File: src/rtl/ace_snap_loader.sv
// ace_snap_loader: streams a downloaded .ACE snapshot from hps_io into Jupiter Ace RAM.
// Expands the ED-style RLE stream (ED N B = N copies of B, ED 00 = end) into byte writes
// starting at BASE_ADDR, throttling the HPS with ioctl_wait while a run is being expanded.
// Ports:
//   clk_sys, reset        system clock, synchronous active-high reset
//   ioctl_download/index  download active flag and file index (index 0 is ignored)
//   ioctl_wr/ioctl_dout   byte strobe and data from hps_io
//   ioctl_wait            stall request back to hps_io
//   loader_reset          one-cycle core reset pulse at download start
//   loader_en             loader owns the RAM port
//   mem_addr/data/wr      RAM write port
//   done                  one-cycle pulse when the end marker is decoded
//   overflow              sticky address-overrun flag, cleared at the next download start
module ace_snap_loader #(
    parameter logic [15:0] BASE_ADDR = 16'h2000,
    parameter logic [15:0] END_ADDR  = 16'hFFFF
) (
    input  logic        clk_sys,
    input  logic        reset,
    input  logic        ioctl_download,
    input  logic [7:0]  ioctl_index,
    input  logic        ioctl_wr,
    input  logic [7:0]  ioctl_dout,
    output logic        ioctl_wait,
    output logic        loader_reset,
    output logic        loader_en,
    output logic [15:0] mem_addr,
    output logic [7:0]  mem_data,
    output logic        mem_wr,
    output logic        done,
    output logic        overflow
);

    localparam logic [7:0] ESC_BYTE = 8'hED;

    typedef enum logic [2:0] {
        S_IDLE, S_LIT, S_ESC, S_VAL, S_RUN, S_END
    } state_t;

    state_t      state_q, state_d;
    logic        dl_q, dl_d;
    logic [15:0] addr_q, addr_d;
    logic [7:0]  data_q, data_d;
    logic        wr_q, wr_d;
    logic        wait_q, wait_d;
    logic        lres_q, lres_d;
    logic        en_q, en_d;
    logic        done_q, done_d;
    logic        ovf_q, ovf_d;
    logic [7:0]  cnt_q, cnt_d;
    logic        full_q, full_d;

    logic wr_ok_c, rise_c, fall_c, full_now_c;

    // State register
    always_ff @(posedge clk_sys) begin
        if (reset) begin
            state_q <= S_IDLE;
            dl_q    <= 1'b0;
            addr_q  <= BASE_ADDR;
            data_q  <= 8'h00;
            wr_q    <= 1'b0;
            wait_q  <= 1'b0;
            lres_q  <= 1'b0;
            en_q    <= 1'b0;
            done_q  <= 1'b0;
            ovf_q   <= 1'b0;
            cnt_q   <= 8'h00;
            full_q  <= 1'b0;
        end else begin
            state_q <= state_d;
            dl_q    <= dl_d;
            addr_q  <= addr_d;
            data_q  <= data_d;
            wr_q    <= wr_d;
            wait_q  <= wait_d;
            lres_q  <= lres_d;
            en_q    <= en_d;
            done_q  <= done_d;
            ovf_q   <= ovf_d;
            cnt_q   <= cnt_d;
            full_q  <= full_d;
        end
    end

    // Next-state and output decode
    always_comb begin
        state_d = state_q;
        dl_d    = ioctl_download;
        addr_d  = addr_q;
        data_d  = data_q;
        wr_d    = 1'b0;
        wait_d  = wait_q;
        lres_d  = 1'b0;
        en_d    = en_q;
        done_d  = 1'b0;
        ovf_d   = ovf_q;
        cnt_d   = cnt_q;
        full_d  = full_q;

        // Strobes arriving while stalled are dropped
        wr_ok_c = ioctl_wr & ~wait_q;
        rise_c  = ioctl_download & ~dl_q & (ioctl_index != 8'd0);
        fall_c  = ~ioctl_download & dl_q;
        // END_ADDR already written (or being written this cycle): no room for another write
        full_now_c = full_q | (wr_q & (addr_q == END_ADDR));

        // Address advances the cycle after each visible write; saturates at END_ADDR
        if (wr_q) begin
            if (addr_q == END_ADDR) begin
                full_d = 1'b1;
            end else begin
                addr_d = addr_q + 16'd1;
            end
        end

        case (state_q)
            S_LIT: begin
                if (wr_ok_c) begin
                    if (ioctl_dout == ESC_BYTE) begin
                        state_d = S_ESC;
                    end else if (full_now_c) begin
                        ovf_d   = 1'b1;
                        state_d = S_END;
                    end else begin
                        wr_d   = 1'b1;
                        data_d = ioctl_dout;
                    end
                end
            end
            S_ESC: begin
                if (wr_ok_c) begin
                    cnt_d = ioctl_dout;
                    if (ioctl_dout == 8'd0) begin
                        state_d = S_END;
                        done_d  = 1'b1;
                    end else begin
                        state_d = S_VAL;
                    end
                end
            end
            S_VAL: begin
                if (wr_ok_c) begin
                    data_d = ioctl_dout;
                    if (full_now_c) begin
                        ovf_d   = 1'b1;
                        state_d = S_END;
                    end else begin
                        // First run write issues immediately; cnt holds writes still owed
                        wr_d    = 1'b1;
                        cnt_d   = cnt_q - 8'd1;
                        wait_d  = 1'b1;
                        state_d = S_RUN;
                    end
                end
            end
            S_RUN: begin
                if (cnt_q == 8'd0) begin
                    wait_d  = 1'b0;
                    state_d = S_LIT;
                end else if (full_now_c) begin
                    ovf_d   = 1'b1;
                    wait_d  = 1'b0;
                    state_d = S_END;
                end else begin
                    wr_d  = 1'b1;
                    cnt_d = cnt_q - 8'd1;
                end
            end
            default: ;
        endcase

        if (fall_c) begin
            state_d = S_IDLE;
            en_d    = 1'b0;
            wait_d  = 1'b0;
            wr_d    = 1'b0;
            done_d  = 1'b0;
        end

        // A new start wins over everything, including a load in progress
        if (rise_c) begin
            state_d = S_LIT;
            lres_d  = 1'b1;
            en_d    = 1'b1;
            addr_d  = BASE_ADDR;
            ovf_d   = 1'b0;
            full_d  = 1'b0;
            wait_d  = 1'b0;
            wr_d    = 1'b0;
            done_d  = 1'b0;
            cnt_d   = 8'd0;
        end
    end

    assign ioctl_wait   = wait_q;
    assign loader_reset = lres_q;
    assign loader_en    = en_q;
    assign mem_addr     = addr_q;
    assign mem_data     = data_q;
    assign mem_wr       = wr_q;
    assign done         = done_q;
    assign overflow     = ovf_q;

endmodule
File: config.mk
export PLATFORM = sky130hd
export DESIGN_NAME = ace_snap_loader
export DESIGN_NICKNAME = d
export VERILOG_FILES = /design/src/rtl/ace_snap_loader.sv
export SDC_FILE = /design/constraint.sdc
export NUM_CORES = 1
export LEC_CHECK = 0
export BUFFER_PORTS_ARGS = -buffer_cell sky130_fd_sc_hd__buf_2
export CORE_MARGIN = 3
export CORE_UTILIZATION = 40
export CTS_BUF_LIST = sky130_fd_sc_hd__clkbuf_8 sky130_fd_sc_hd__clkbuf_16
export CTS_CLUSTER_DIAMETER = 50
export DETAILED_ROUTE_END_ITERATION = 10
export SETUP_SLACK_MARGIN = 0.3
export SLEW_MARGIN = 15
export SYNTH_ARGS = -nofsm -noshare
export SYNTH_HDL_FRONTEND = slang
export SYNTH_SLANG_ARGS = --single-unit
File: constraint.sdc
create_clock -name clk_sys -period 1.8 [get_ports clk_sys]
set_input_delay 0.27 -clock clk_sys [delete_from_list [all_inputs] [get_ports clk_sys]]
set_output_delay 0.27 -clock clk_sys [all_outputs]
set_load 0.005 [all_outputs]
==> results by group <==
Status
  • Status: finished, final reports clean

Route
  • DR vias: 2,323
  • DRT Pass-1 Iters: 4
  • Final WL: 6240 um
  • Vias per cell: 5.32
  • Wirelength per Cell: 14.3 um
  • Met2 wire len: about 3300 um
  • Top Layer Used: met4
  • Routed length on met3: 324 um
  • Post-route ant nets: 0
  • DRT iter0 DRCs: slightly below 70
  • Detailed-route wire length on metal 1: 2620 um
  • Drc violations: 0

Yosys
  • Post-synthesis instance total: 262
  • Synth Cell Area: 2230 um2
  • Ys flop type: dfxtp_1
  • Post-synth EDFFs: 0
  • Syn nets: roughly 290
  • Syn Area/Cell: 8.51 um2
  • Synth unique cells: 56
  • FF+latch count, synth: between 40 and 50
  • Yosys warnings: 0
  • Ys async rst share: 0
  • Register area share after synthesis: 0.386

Flow run
  • Max-Cap Viols: 0

Critical path
  • Worst r2r dst: cnt_q[0]
  • CP startpoint kind: flip-flop
  • Crit path DAT: 1.96 ns
  • Worst Setup SP: state_q[0]
  • Buf/Inv on CP: 1
  • R2R Path Start: state_q[0]
  • WS Path Type: flip-flop to flip-flop
  • R2r setup slk: 0.07 ns
  • Critical path fanouts, max: 5
  • Cells along the critical path: or3b_4 > buf_6 > and2_4 > or3_1 > a22o_1 > a21oi_2
  • Reg2reg path depth: 6
  • CP Capture Point: cnt_q[0]
  • CP peak stage delay: 0.40 ns
  • Levels on crit path: 6
  • Required @ worst endpoint: 2.03 ns
  • Largest delay share family, worst path: simple AND/OR/NAND/NOR gates
  • CP max-delay cell: or3b_4
  • Crit end category: flip-flop

Placed design
  • Placed cell area: approximately 3000 um2
  • Hpwl dp: 4290 um
  • GP Congestion: roughly 0.90
  • Port bufs: 49

Global routing
  • Grt total ovfl: 0
  • First-pass GRT wire length: 10,000 um
  • Largest net degree at the start of global routing: 16
  • Initial antenna violation count: 0
  • Vias in the first global route: 2,161
  • Gr usage total: 0.196

Timing
  • Worst hold slack: 0.218 ns
  • Final Cycle Share: 0.959
  • Max-slew violation count: 0
  • Final setup violation count: 0
  • Worst slew pin tran: roughly 0.42 ns
  • Total negative setup slack: 0 ns
  • Achievable Freq: 579 MHz
  • Relative max-transition margin: 0.720
  • Clk_skew: 0.00658 ns
  • Final hold violations: 0
  • RSZ-0062 raised after global routing: yes
  • Fin crit period: 1.73 ns

Cells and area
  • Share of cells above drive strength 1: 0.485
  • Fin area: 3390 um2
  • Inserted Diodes: 0
  • Final Core Density: 0.648
  • Fillcell total: 452
  • Reg area: 887 um2
  • Commonest non-fill, non-tap cells in the layout: 49 x buf_2, 49 x buf_4, 33 x nor2_1, 28 x dfxtp_1, 20 x nand2_1
  • Nets: 389
  • Area of the multi-input gates: roughly 1500 um2
  • P&R area growth vs syn: 52.2%

Clock network
  • Clock Tree Root: clkbuf_8
  • H-tree lvl count: 2
  • Clock transition at path regs: 0.08 ns
  • Worst-skew pair later-pin latency: 0.29 ns
  • CTS Buffer Depth: 2
  • CTS buffer count: 5
  • CTS tree: built
  • CTS sink cnt: 43

Floorplanning
  • Die span in x: between 80 and 90 um
  • Core area: 5240 um2
  • Die height: 80.7 um
  • IO Pins: 50
  • Site row count: 26
  • Die area: 6510 um2
  • Initial Util: 0.426

Power
  • Leakage: 0.00142 uW
  • Peak supply drop: 0.440 mV
  • Total Power: 1780 uW
  • Power Density: 525 nW/um2

Min path
  • HP Class: input pin to flip-flop
  • Hold path depth: 2
==> worst min path at each step <==
stage,from,to,slack [ns]
2_1_floorplan,reset,dl_q,0.34
3_3_place_gp,overflow,overflow,0.44
3_5_place_dp,overflow,overflow,0.45
4_1_cts,ioctl_download,dl_q,0.21
5_1_grt,ioctl_download,dl_q,0.24
6_report,ioctl_download,dl_q,0.22
==> registers in the layout, summed over array words and instances (netlist names) <==
| name | flops |
|---|---|
| mem_addr | 16 |
| cnt_q | 8 |
| mem_data | 8 |
| state_q | 3 |
| dl_q | 1 |
| done | 1 |
| full_q | 1 |
| ioctl_wait | 1 |
| loader_en | 1 |
| loader_reset | 1 |
| mem_wr | 1 |
| overflow | 1 |
==> cells in the mapped netlist (all sizes together) (2+ instances only) <==
cell | number | share of area
a21oi | 22 | 0.051
o32ai | 2 | 0.015
buf | 6 | 0.021
a211oi | 2 | 0.0067
nand2b | 2 | 0.0056
o31a | 2 | 0.0079
inv | 9 | 0.015
xnor2 | 5 | 0.020
nand4 | 10 | 0.031
o2111ai | 2 | 0.0079
o21ai | 7 | 0.016
or2 | 2 | 0.0056
or3b | 2 | 0.0079
and2 | 2 | 0.0067
nand2 | 22 | 0.037
nand3b | 3 | 0.010
clkbuf | 6 | 0.010
nor4b | 2 | 0.0079
nor4 | 9 | 0.028
a31oi | 5 | 0.014
dfxtp | 43 | 0.39
and3 | 2 | 0.0056
nand3 | 4 | 0.0090
nor2 | 37 | 0.062
ha | 3 | 0.017
o211ai | 3 | 0.010
o31ai | 4 | 0.020
or3 | 3 | 0.0084
a22o | 2 | 0.0079
nor3 | 6 | 0.013
mux2i | 9 | 0.040
nor2b | 4 | 0.011
nor3b | 2 | 0.0090
xor2 | 7 | 0.027
==> per-layer routing <==
| layer | vias up | global-route usage |
|---|---|---|
| met5 | - | 0 |
| met4 | 0 | 0.0439 |
| met3 | 4 | 0.0359 |
| met2 | 68 | 0.347 |
| met1 | 1092 | 0.245 |
| li1 | 1159 | - |
==> what timing repair did <==
item                       CTS  global route
setup endpoints to repair   33            37
hold buffers                 0             0
pin swaps                   31            29
buffers inserted            14             5
resized for setup           29            23
==> layout make-up <==
class,instances,area share
Tap cell,70,0.0258
Multi-Input combinational cell,198,0.449
Timing Repair Buffer,109,0.225
Sequential cell,43,0.261
Clock buffer,7,0.0284
Inverter,9,0.00995
Clock inverter,1,0.00111
==> stage by stage <==
step	cells	setup slack (ns)
after floorplan	262	-0.0469
after global placement	410	0.0671
after detailed placement	410	0.0134
after CTS	432	0.0234
after global routing	437	0.0153
final	437	0.0733
==> power breakdown <==
part | leakage [uW] | switching (uW) | total (uW) | internal [uW]
Clock | 0.0000557 | 316 | 661 | 345
Sequential | 0.000355 | 5.92 | 964 | 959
Combinational | 0.00101 | 88.9 | 157 | 68.6
==> cell families after synthesis <==
kind of cell,synth area share
adders and majority gates,0.0168
muxes,0.0404
AOI/OAI and AO/OA,0.201
DFF,0.386
xor gates and xnor gates,0.0471
buffers and inverters,0.0465
and+or+nand+nor,0.262
Power figures use the tool's default switching activity.
